[src/rtl/alu_op_sequencer.sv]
// alu_op_sequencer
// Command-driven sequencer for the 4-bit combinational ALU. Accepts
// LOAD / EXEC / MUL / READ commands over a valid/ready handshake, drives the
// ALU operands, keeps the result in a 4-bit accumulator and returns each
// result over a second valid/ready handshake.
// MUL is a shift-and-add over MUL_STEPS (fixed at 4) ALU add/pass cycles.
// Optional feature macro: ALU_SEQ_ZERO_FLAG_EN adds the rsp_zero output.
// All ALU drive signals and response outputs come straight from registers;
// cmd_ready is the registered ready gated low while reset is asserted.

module alu_op_sequencer #(
  parameter int MUL_STEPS = 4
) (
  input  logic       clk,
  input  logic       reset,
  input  logic       cmd_valid,
  output logic       cmd_ready,
  input  logic [1:0] cmd_op,
  input  logic [3:0] cmd_sel,
  input  logic [3:0] cmd_data,
  output logic [3:0] alu_x,
  output logic [3:0] alu_y,
  output logic [3:0] alu_select,
  input  logic [3:0] alu_out,
  input  logic       alu_c_out,
  output logic       rsp_valid,
  input  logic       rsp_ready,
  output logic [3:0] rsp_data,
  output logic       rsp_carry,
`ifdef ALU_SEQ_ZERO_FLAG_EN
  output logic       rsp_zero,
`endif
  output logic [3:0] acc
);

  typedef enum logic [1:0] {
    ST_IDLE = 2'b00,
    ST_EXEC = 2'b01,
    ST_MUL  = 2'b10,
    ST_RESP = 2'b11
  } state_t;

  localparam logic [1:0] OP_LOAD  = 2'b00;
  localparam logic [1:0] OP_EXEC  = 2'b01;
  localparam logic [1:0] OP_MUL   = 2'b10;
  localparam logic [1:0] OP_READ  = 2'b11;

  localparam logic [3:0] SEL_PASS = 4'b0000;  // out = x
  localparam logic [3:0] SEL_ADD  = 4'b0010;  // out = x + y

  // Index of the final multiply step (elaboration-time constant).
  localparam logic [1:0] LAST_STEP = 2'(MUL_STEPS - 1);

  // Ripple increment of the 2-bit step counter built from half adders.
  function automatic logic [1:0] step_inc(input logic [1:0] s);
    logic c0;
    c0 = s[0];
    step_inc = {s[1] ^ c0, s[0] ^ 1'b1};
  endfunction

  // Multiplicand shifted left by the step index, truncated to 4 bits (wiring only).
  function automatic logic [3:0] mcand_shift(input logic [3:0] m, input logic [1:0] sh);
    case (sh)
      2'b00:   mcand_shift = m;
      2'b01:   mcand_shift = {m[2:0], 1'b0};
      2'b10:   mcand_shift = {m[1:0], 2'b00};
      2'b11:   mcand_shift = {m[0], 3'b000};
      default: mcand_shift = m;
    endcase
  endfunction

  state_t     state_r, state_nxt_s;
  logic [3:0] acc_r, acc_nxt_s;
  logic       carry_r, carry_nxt_s;
  logic [3:0] mcand_r, mcand_nxt_s;
  logic [3:0] mplier_r, mplier_nxt_s;
  logic [1:0] step_r, step_nxt_s;
  // During MUL, alu_x_r doubles as the partial product P.
  logic [3:0] alu_x_r, alu_x_nxt_s;
  logic [3:0] alu_y_r, alu_y_nxt_s;
  logic [3:0] alu_sel_r, alu_sel_nxt_s;
  logic       rsp_valid_r, rsp_valid_nxt_s;
  logic [3:0] rsp_data_r, rsp_data_nxt_s;
  logic       rsp_carry_r, rsp_carry_nxt_s;
  logic       cmd_ready_r, cmd_ready_nxt_s;
  logic [1:0] step_up_s;
  logic       carry_sticky_s;
`ifdef ALU_SEQ_ZERO_FLAG_EN
  logic       rsp_zero_r, rsp_zero_nxt_s;
`endif

  assign step_up_s      = step_inc(step_r);
  assign carry_sticky_s = carry_r | alu_c_out;

  // Next-state, next-operand and next-response decode for every state.
  always_comb begin
    state_nxt_s     = state_r;
    acc_nxt_s       = acc_r;
    carry_nxt_s     = carry_r;
    mcand_nxt_s     = mcand_r;
    mplier_nxt_s    = mplier_r;
    step_nxt_s      = step_r;
    alu_x_nxt_s     = alu_x_r;
    alu_y_nxt_s     = alu_y_r;
    alu_sel_nxt_s   = alu_sel_r;
    rsp_valid_nxt_s = rsp_valid_r;
    rsp_data_nxt_s  = rsp_data_r;
    rsp_carry_nxt_s = rsp_carry_r;
    cmd_ready_nxt_s = 1'b0;

    case (state_r)
      ST_IDLE: begin
        if (cmd_valid && cmd_ready_r) begin
          case (cmd_op)
            OP_LOAD: begin
              acc_nxt_s       = cmd_data;
              carry_nxt_s     = 1'b0;
              alu_x_nxt_s     = cmd_data;
              alu_y_nxt_s     = 4'b0000;
              alu_sel_nxt_s   = SEL_PASS;
              rsp_valid_nxt_s = 1'b1;
              rsp_data_nxt_s  = cmd_data;
              rsp_carry_nxt_s = 1'b0;
              state_nxt_s     = ST_RESP;
            end
            OP_READ: begin
              rsp_valid_nxt_s = 1'b1;
              rsp_data_nxt_s  = acc_r;
              rsp_carry_nxt_s = carry_r;
              state_nxt_s     = ST_RESP;
            end
            OP_EXEC: begin
              alu_x_nxt_s   = acc_r;
              alu_y_nxt_s   = cmd_data;
              alu_sel_nxt_s = cmd_sel;
              state_nxt_s   = ST_EXEC;
            end
            OP_MUL: begin
              mcand_nxt_s   = acc_r;
              mplier_nxt_s  = cmd_data;
              step_nxt_s    = 2'b00;
              carry_nxt_s   = 1'b0;
              alu_x_nxt_s   = 4'b0000;
              alu_y_nxt_s   = acc_r;
              alu_sel_nxt_s = cmd_data[0] ? SEL_ADD : SEL_PASS;
              state_nxt_s   = ST_MUL;
            end
            default: begin
              cmd_ready_nxt_s = 1'b1;
            end
          endcase
        end else begin
          cmd_ready_nxt_s = 1'b1;
        end
      end

      ST_EXEC: begin
        acc_nxt_s       = alu_out;
        carry_nxt_s     = alu_c_out;
        alu_x_nxt_s     = alu_out;
        alu_y_nxt_s     = 4'b0000;
        alu_sel_nxt_s   = SEL_PASS;
        rsp_valid_nxt_s = 1'b1;
        rsp_data_nxt_s  = alu_out;
        rsp_carry_nxt_s = alu_c_out;
        state_nxt_s     = ST_RESP;
      end

      ST_MUL: begin
        carry_nxt_s = carry_sticky_s;
        if (step_r == LAST_STEP) begin
          acc_nxt_s       = alu_out;
          alu_x_nxt_s     = alu_out;
          alu_y_nxt_s     = 4'b0000;
          alu_sel_nxt_s   = SEL_PASS;
          rsp_valid_nxt_s = 1'b1;
          rsp_data_nxt_s  = alu_out;
          rsp_carry_nxt_s = carry_sticky_s;
          state_nxt_s     = ST_RESP;
        end else begin
          step_nxt_s    = step_up_s;
          alu_x_nxt_s   = alu_out;
          alu_y_nxt_s   = mcand_shift(mcand_r, step_up_s);
          alu_sel_nxt_s = mplier_r[step_up_s] ? SEL_ADD : SEL_PASS;
        end
      end

      ST_RESP: begin
        if (rsp_ready) begin
          rsp_valid_nxt_s = 1'b0;
          cmd_ready_nxt_s = 1'b1;
          state_nxt_s     = ST_IDLE;
        end else begin
          rsp_valid_nxt_s = 1'b1;
        end
      end

      default: begin
        rsp_valid_nxt_s = 1'b0;
        cmd_ready_nxt_s = 1'b1;
        state_nxt_s     = ST_IDLE;
      end
    endcase
  end

`ifdef ALU_SEQ_ZERO_FLAG_EN
  // Zero flag follows the response that will be presented next cycle.
  always_comb begin
    rsp_zero_nxt_s = 1'b0;
    if (rsp_valid_nxt_s && (rsp_data_nxt_s == 4'b0000)) begin
      rsp_zero_nxt_s = 1'b1;
    end else begin
      rsp_zero_nxt_s = 1'b0;
    end
  end

  // Zero flag register.
  always_ff @(posedge clk or posedge reset) begin
    if (reset) begin
      rsp_zero_r <= 1'b0;
    end else begin
      rsp_zero_r <= rsp_zero_nxt_s;
    end
  end

  assign rsp_zero = rsp_zero_r;
`endif

  // State, datapath and output registers; reset discards any operation in flight.
  always_ff @(posedge clk or posedge reset) begin
    if (reset) begin
      state_r     <= ST_IDLE;
      acc_r       <= 4'b0000;
      carry_r     <= 1'b0;
      mcand_r     <= 4'b0000;
      mplier_r    <= 4'b0000;
      step_r      <= 2'b00;
      alu_x_r     <= 4'b0000;
      alu_y_r     <= 4'b0000;
      alu_sel_r   <= SEL_PASS;
      rsp_valid_r <= 1'b0;
      rsp_data_r  <= 4'b0000;
      rsp_carry_r <= 1'b0;
      cmd_ready_r <= 1'b1;
    end else begin
      state_r     <= state_nxt_s;
      acc_r       <= acc_nxt_s;
      carry_r     <= carry_nxt_s;
      mcand_r     <= mcand_nxt_s;
      mplier_r    <= mplier_nxt_s;
      step_r      <= step_nxt_s;
      alu_x_r     <= alu_x_nxt_s;
      alu_y_r     <= alu_y_nxt_s;
      alu_sel_r   <= alu_sel_nxt_s;
      rsp_valid_r <= rsp_valid_nxt_s;
      rsp_data_r  <= rsp_data_nxt_s;
      rsp_carry_r <= rsp_carry_nxt_s;
      cmd_ready_r <= cmd_ready_nxt_s;
    end
  end

  assign cmd_ready  = cmd_ready_r & ~reset;
  assign alu_x      = alu_x_r;
  assign alu_y      = alu_y_r;
  assign alu_select = alu_sel_r;
  assign rsp_valid  = rsp_valid_r;
  assign rsp_data   = rsp_data_r;
  assign rsp_carry  = rsp_carry_r;
  assign acc        = acc_r;

endmodule

[config.mk]
export PLATFORM = sky130hd
export DESIGN_NAME = alu_op_sequencer
export DESIGN_NICKNAME = d
export VERILOG_FILES = /design/src/rtl/alu_op_sequencer.sv
export SDC_FILE = /design/constraint.sdc
export NUM_CORES = 1
export LEC_CHECK = 0
export ABC_CLOCK_PERIOD_IN_PS = 2500
export CAP_MARGIN = 20
export CORE_ASPECT_RATIO = 1.4
export CORE_UTILIZATION = 30
export CTS_CLUSTER_DIAMETER = 150
export DETAILED_ROUTE_END_ITERATION = 10
export GPL_TIMING_DRIVEN = 0
export HOLD_SLACK_MARGIN = 0.02
export SYNTH_ARGS = -nofsm -noshare
export SYNTH_HDL_FRONTEND = slang
export SYNTH_SLANG_ARGS = --single-unit
[constraint.sdc]
create_clock -name clk -period 2.5 [get_ports clk]
set_clock_uncertainty 0.1 [all_clocks]
set_input_delay 0.25 -clock clk [delete_from_list [all_inputs] [get_ports clk]]
set_output_delay 0.25 -clock clk [all_outputs]
set_load 0.05 [all_outputs]
==> results of run 1 <==
==> worst max-delay path, cell delays in order (launching register included) <==
cell     delay, ps
dfrtp_1        420
inv_1          110
ha_1           330
buf_2          230
buf_2          310
mux2_2         360
mux2_2         250
==> layout by cell type (no fill, tap or decap), types with 9 or more instances in the layout <==
cell / netlist / final
inv_1: 10 / 10
ha_1: 15 / 15
clkdlybuf4s50_1: 0 / 41
a21oi_1: 12 / 12
dfrtp_1: 34 / 34
mux2_2: 30 / 30
nor2_1: 9 / 9
o21ai_0: 9 / 9
nand2_1: 17 / 17
==> per-stage QoR <==
stage | worst slack, ps | total power (W)
2_1_floorplan | 520 | 0.00284
3_3_place_gp | 157 | 0.00350
3_5_place_dp | 96.2 | 0.00353
4_1_cts | 226 | 0.00400
5_1_grt | 135 | 0.00421
6_report | 265 | 0.00394
==> power groups by stage <==
stage          clock network (W)  registers (W)  logic (W)
2_1_floorplan                  0        0.00154    0.00130
3_3_place_gp                   0        0.00104    0.00246
3_5_place_dp                   0        0.00104    0.00249
4_1_cts                 0.000466        0.00103    0.00250
5_1_grt                 0.000483        0.00107    0.00266
6_report                0.000451        0.00103    0.00247
==> path summary, 6_finish.rpt <==
check,startpoint,end,slack [ps],cells after the start
max,state_r[0],acc[3],260,6
min,reset,rsp_valid,370,2
max reg2reg,state_r[0],acc[3],260,6
min reg2reg,alu_x[1],alu_x[1],380,2
max in group asynchronous,reset,alu_x[3],1360,3
min in group clk,alu_x[1],alu_x[1],380,2
==> cell families after synthesis <==
| logic type | after synthesis | share of synthesized area, % |
|---|---|---|
| flops | 35 | 41.6 |
| simple gates | 43 | 10.1 |
| compound gates | 48 | 15.9 |
| mux | 36 | 19.4 |
| fa+ha+maj | 15 | 8.89 |
| buf+inv | 18 | 4.09 |
==> cell type report <==
class / instances / area share [%]
inverters: 10 / 1.36
multi-input cells: 142 / 41.5
well taps: 92 / 4.16
clock buffers: 8 / 3.62
flip-flops and latches: 35 / 31.7
plain buffers: 8 / 1.77
repair buffers: 42 / 15.8
==> metal layers <==
layer  up-vias  track usage [%]  part of all wire [%]
li1        793                -                     -
met1       790             14.5                    39
met2        29             26.9                    55
met3         6             2.79                   3.1
met4         0             7.24                   2.2
met5         -                0                     0
==> flip-flops by register name (all words and copies together) (netlist names) <==
signal       count
rsp_valid        1
rsp_carry        1
mcand_r          3
carry_r          1
state_r          2
alu_y            4
rsp_data         4
alu_select       4
cmd_ready_r      1
step_r           2
mplier_r         4
acc              4
alu_x            4
==> results list, run 1 <==
- The flow ran to the end, and the final reports show no timing, DRC or antenna violations.
* Router iterations before antenna repair: 4
- Switching part of the total: 45.7%
- Clock tree from TritonCTS: yes
* Cell with the most instances after synthesis: dfrtp_1
* Tcrit/Tclk final: 89.4%
- Initial Utilization: 31.5%
- The biggest area contributor in the post-synthesis netlist is dfrtp_1.
* Top-area cell type share of the netlist area: 40.3%
- The critical path in this run is classified as reg2reg.
- Summing all non-filler instances in the final layout gives an area of 0.00276 mm2.
- At the end of routability-driven placement, the weighted congestion stood at 0.840.
- Synthesized area per cell: 10.8 um2
* Worst min-delay path class: in2async
* Ports placed on the boundary: 42
- Part of the power in registers: 26.0%
* Die area: 0.00738 mm2
- Per report_power, the clock group accounts for 11.4% of the total.
- Setup repair after global routing left no endpoint under its margin.
* Final wirelength: 4800 um
- Synthesized netlist cell count: 195
* Number of design-rule violations left by the first detailed-router iteration: 73
- Top FF cell, synth: dfrtp_1
- Largest net degree at the start of global routing: 22
- For this run, asynchronously set or reset flops after synthesis account for 100%.
* Detailed-placement wirelength estimate: 3870 um
- The repair_antennas step left the layout with diodes totalling 0.
- Antenna violations before repair: 0
- The synthesized design contains 0 enable-type register cells.
* Fraction of layout instances using a drive strength above 1: 21.6%
* Utilization after layout: 41.3%
* Num rows: 35
- In the routed layout, each cell is associated on average with a via count of 4.80.
- Top cells by area in the synthesized netlist: dfrtp_1, mux2_2, ha_1
- Placeable core region: 0.00670 mm2
- After clock tree synthesis, the clock-pin slew on the worst setup and hold paths is 70 ps.
* Seq/Total Area, Yosys: 41.6%
- Adding up every negative setup slack in the final design gives 0 ps.
* Clock net sink count: 35
* Pin slew with the least headroom to its limit: 843 ps
* Max Freq: 447 MHz
- Global routing finished with a remaining overflow of 0.
- Ranking of synthesized cells by instance count: dfrtp_1, mux2_2, nand2_1, ha_1, a21oi_1
- Headroom to the max-slew limit came out at 43.7%.
- Maximum buffer depth of the clock tree: 2
- Final hold viol count: 0
- For this run, the number of standard cells in the final layout without fillers is 337.
* Maximum level of the CTS H-tree: 2
- In this run the horizontal extent of the chip is 72.9 um.
- Combined area of all synthesized cells: 0.00211 mm2
- Relative to the synthesized area, the layout overhead comes to 30.9%.
- TritonCTS Buffers: 5
- Buffers placed on the I/O ports in this run total 41.
* Time the final worst path needs with I/O delays and setup: 2240 ps
- P per Cell Area: 1430 mW/mm2
- The detail route stage leaves a number of antenna-violating nets equal to 0.
- Buffer cell driving the clock tree root: clkbuf_8
- Max IR drop VDD: 0.378 mV
* Clock latency at the later pin of the worst-skew pair: 290 ps
- Post-synth net total: 229
* First-pass GRT wire length: 7820 um
- # Post-CTS Setup Buffers: 0
- Registers take 877 um2.
- Part of the total power dissipated in combinational logic: 62.5%
- Nets: 278
* YS warnings: 0
- Largest fanout on the critical path: 10
- Synthesis-stage register bit count: 35
* Remaining routing DRC violations: 0
- STA puts the critical path data arrival time at 2310 ps.
* Height of the die: 101 um
* Leak: 1.16 nW
- At the worst endpoint, the required time is 2570 ps.
* Cell Area, Placed: 0.00266 mm2
- Cell internal power was estimated by the tool at 0.00214 W.
- Yosys mapped the design onto 38 distinct sky130hd cell types.
- After detailed placement, the design holds a cell count of 329.
- Total vias in the final route: 1,618
- Critical Path Source Type: register
* Number of max-slew violations in the final report: 0
* Area of combinational cells with multiple inputs: 0.00115 mm2
- The number of hold buffers added after CTS was 0.
* Final Hold Slack: 372 ps
* Total of endpoints with negative setup slack in the final report: 0
- Dividing the detail-routed wire length by the instance count gives 14.2 um.
- The layout has 686 filler cells.
- All-layer global routing usage: 14.2%
- Maxcap violations: 0
- CTS-repair resized insts: 0
- Switching Power: 0.00180 W
* Vias in the first global route: 1,673
- STA classifies the critical path endpoint as a register.
Note: power is estimated with default switching activity, not from simulation.
==> inputs of run 2 (changes only) <==
- CORE_MARGIN: unset -> 2
- CORE_UTILIZATION: 30 -> 51
- PLACE_DENSITY: unset -> 0.79
==> results list, run 2 (synthesis gave the netlist of run 1 again) <==
* Status: complete, no violations
- For this configuration, the core starts out at a cell density of 53.4%.
* Number of nets with antenna violations after detailed routing: 0
- The clock tree synthesis step divided the H-tree into 2 levels.
- Prior to clock tree synthesis, the placed netlist has a worst setup slack of 101 ps.
* DR vias/cell: 5.77
- Buffer cell driving the clock tree root: clkbuf_8
- Placeable core region: 0.00395 mm2
- Final setup margin: 269 ps
- Most frequent cells in the layout: clkdlybuf4s50_1, dfrtp_1, mux2_2, nand2_1, ha_1
* Max IR drop VDD: 1.13 mV
- Timing would allow up to 448 MHz.
* Post-CTS clock slew at the launch and capture registers of the worst setup and hold paths: 70 ps
- Counting I/O delays and the setup requirement, the final critical path takes 2230 ps.
* Antenna violations before repair: 0
- Detailed placement finished with a half-perimeter wire length of 3620 um.
- In this run the post-CTS setup repair buffer count came out at 0.
- Router iterations before antenna repair: 4
- After detailed routing, the average wire length per cell comes to 16.4 um.
- For this run, design rule violations remaining after detail routing come to 0.
* Final global-route overflow total: 0
- CP Data Arrival Time: 2300 ps
- Pin placement for this block handled 42 I/O pins.
- The worst setup path is captured at a register.
* Critical Path Source Type: register
* Nets: 278
* Count of hold buffers inserted by post-cts repair: 0
- Setup violations remaining at the end of the flow were counted as 0.
- In this run the worst hold path is classified as in2async.
- Synthesis-to-layout area growth: 28.0%
- For the final routed database, the setup TNS stands at 0 ps.
- Worst slew slack as a fraction of its limit: 48.8%
* Die area: 0.00468 mm2
- P per Cell Area: 1470 mW/mm2
* Num rows: 27
* Reg-to-reg critical path startpoint: state_r[0]
- For flop-to-flop paths, the worst setup slack is 270 ps.
* Vias in the first global route: 1,708
- Of the available clock period, the critical path in the final layout requires 89.3%.
- By startpoint and endpoint, the worst setup path is classified as reg2reg.
- Routability-driven placement finished with a final weighted congestion of 0.787.
- The max-slew violation total from the final report was 0.
- Number of design-rule violations left by the first detailed-router iteration: 47
- Summing over every cut layer, the via total after detailed routing is 1,662.
* Unrepaired setup endpoints after global routing: false
* TritonCTS Buffers: 5
- The count of final hold-check violations is 0.
- Fraction of layout instances using a drive strength above 1: 21.6%
- Count of antenna diodes in the layout: 0
* Utilization after layout: 68.4%
- After detailed routing, the total wire length is 4740 um.
- Number of I/O port buffers: 41
- Data required time at the worst endpoint: 2570 ps
- All-layer global routing usage: 22.4%
- In this run the critical register-to-register path is captured at acc[3].
- Clock tree from TritonCTS: yes
- Across all hold checks on the routed design, the worst slack comes to 342 ps.
- Largest net degree at the start of global routing: 19
* Clock net sink count: 35
- In this run the vertical extent of the chip is 80.1 um.
- The longest clock path from root to sink contains 2 buffers.
- Pin slew with the least headroom to its limit: 767 ps
* Leak: 1.16 nW
- Largest fanout on the critical path: 10
- The library cell used most frequently in the layout, excluding fill and tap cells, is clkdlybuf4s50_1.
- The tool flagged a number of max-cap violations equal to 0.
- CTS-repair resized insts: 0
- The number of cells on the worst reg-to-reg path is 6.
- DP Cell Count: 280
- Final cell count without fillers: 288
* DIE WIDTH: 58.4 um
- First-pass GRT wire length: 7820 um
- At the later pin of the worst-skew pair, clock insertion delay measures 280 ps.
## run 2: cell counts in the layout (fill, tap and decap cells not counted)
No cell type changed its count.
## run 2: layer usage
| metal | vias to the layer above | track usage (%) | routed length, um |
|---|---|---|---|
| met4 | 0 | 9.77 | 106 |
| met3 | 11 | 5.48 | 144 |
| met5 | - | 0 | 0 |
| met1 | 816 | 24.7 | 1970 |
| li1 | 797 | - | - |
| met2 | 38 | 39.8 | 2510 |
## run 2: worst max-delay path by stage
stage,to,from,slack (ps)
3_3_place_gp,alu_y[0],cmd_op[0],180
4_1_cts,acc[3],state_r[0],280
3_5_place_dp,alu_y[0],cmd_op[0],100
2_1_floorplan,acc[3],state_r[0],520
6_report,acc[3],state_r[0],270
5_1_grt,acc[3],state_r[0],180
## run 2: worst max-delay path, stage by stage, from the launching register on
cell and delay [ps]:
dfrtp_1 420, inv_1 110, ha_1 320, buf_2 240, buf_2 300, mux2_2 360, mux2_2 260
## run 2: report_power, final
part,internal (W),switching [W],total (W),leakage (nW)
Combinational,0.00106,0.00142,0.00248,0.669
Sequential,0.000831,0.000204,0.00104,0.438
Clock,0.000252,0.000201,0.000453,0.0515
## run 2: metrics by stage
step	total power, W	area, um2
2_1_floorplan	0.00284	2110
3_3_place_gp	0.00345	2570
3_5_place_dp	0.00352	2600
4_1_cts	0.00400	2700
5_1_grt	0.00422	2700
6_report	0.00397	2700
## run 2: layout make-up
class	instances	area, um2
Tap cell	43	53.8
Buffer	8	48.8
Inverter	10	37.5
Multi-Input combinational cell	142	1150
Timing Repair Buffer	42	438
Fill cell	317	1250
Clock buffer	8	100
Sequential cell	35	877
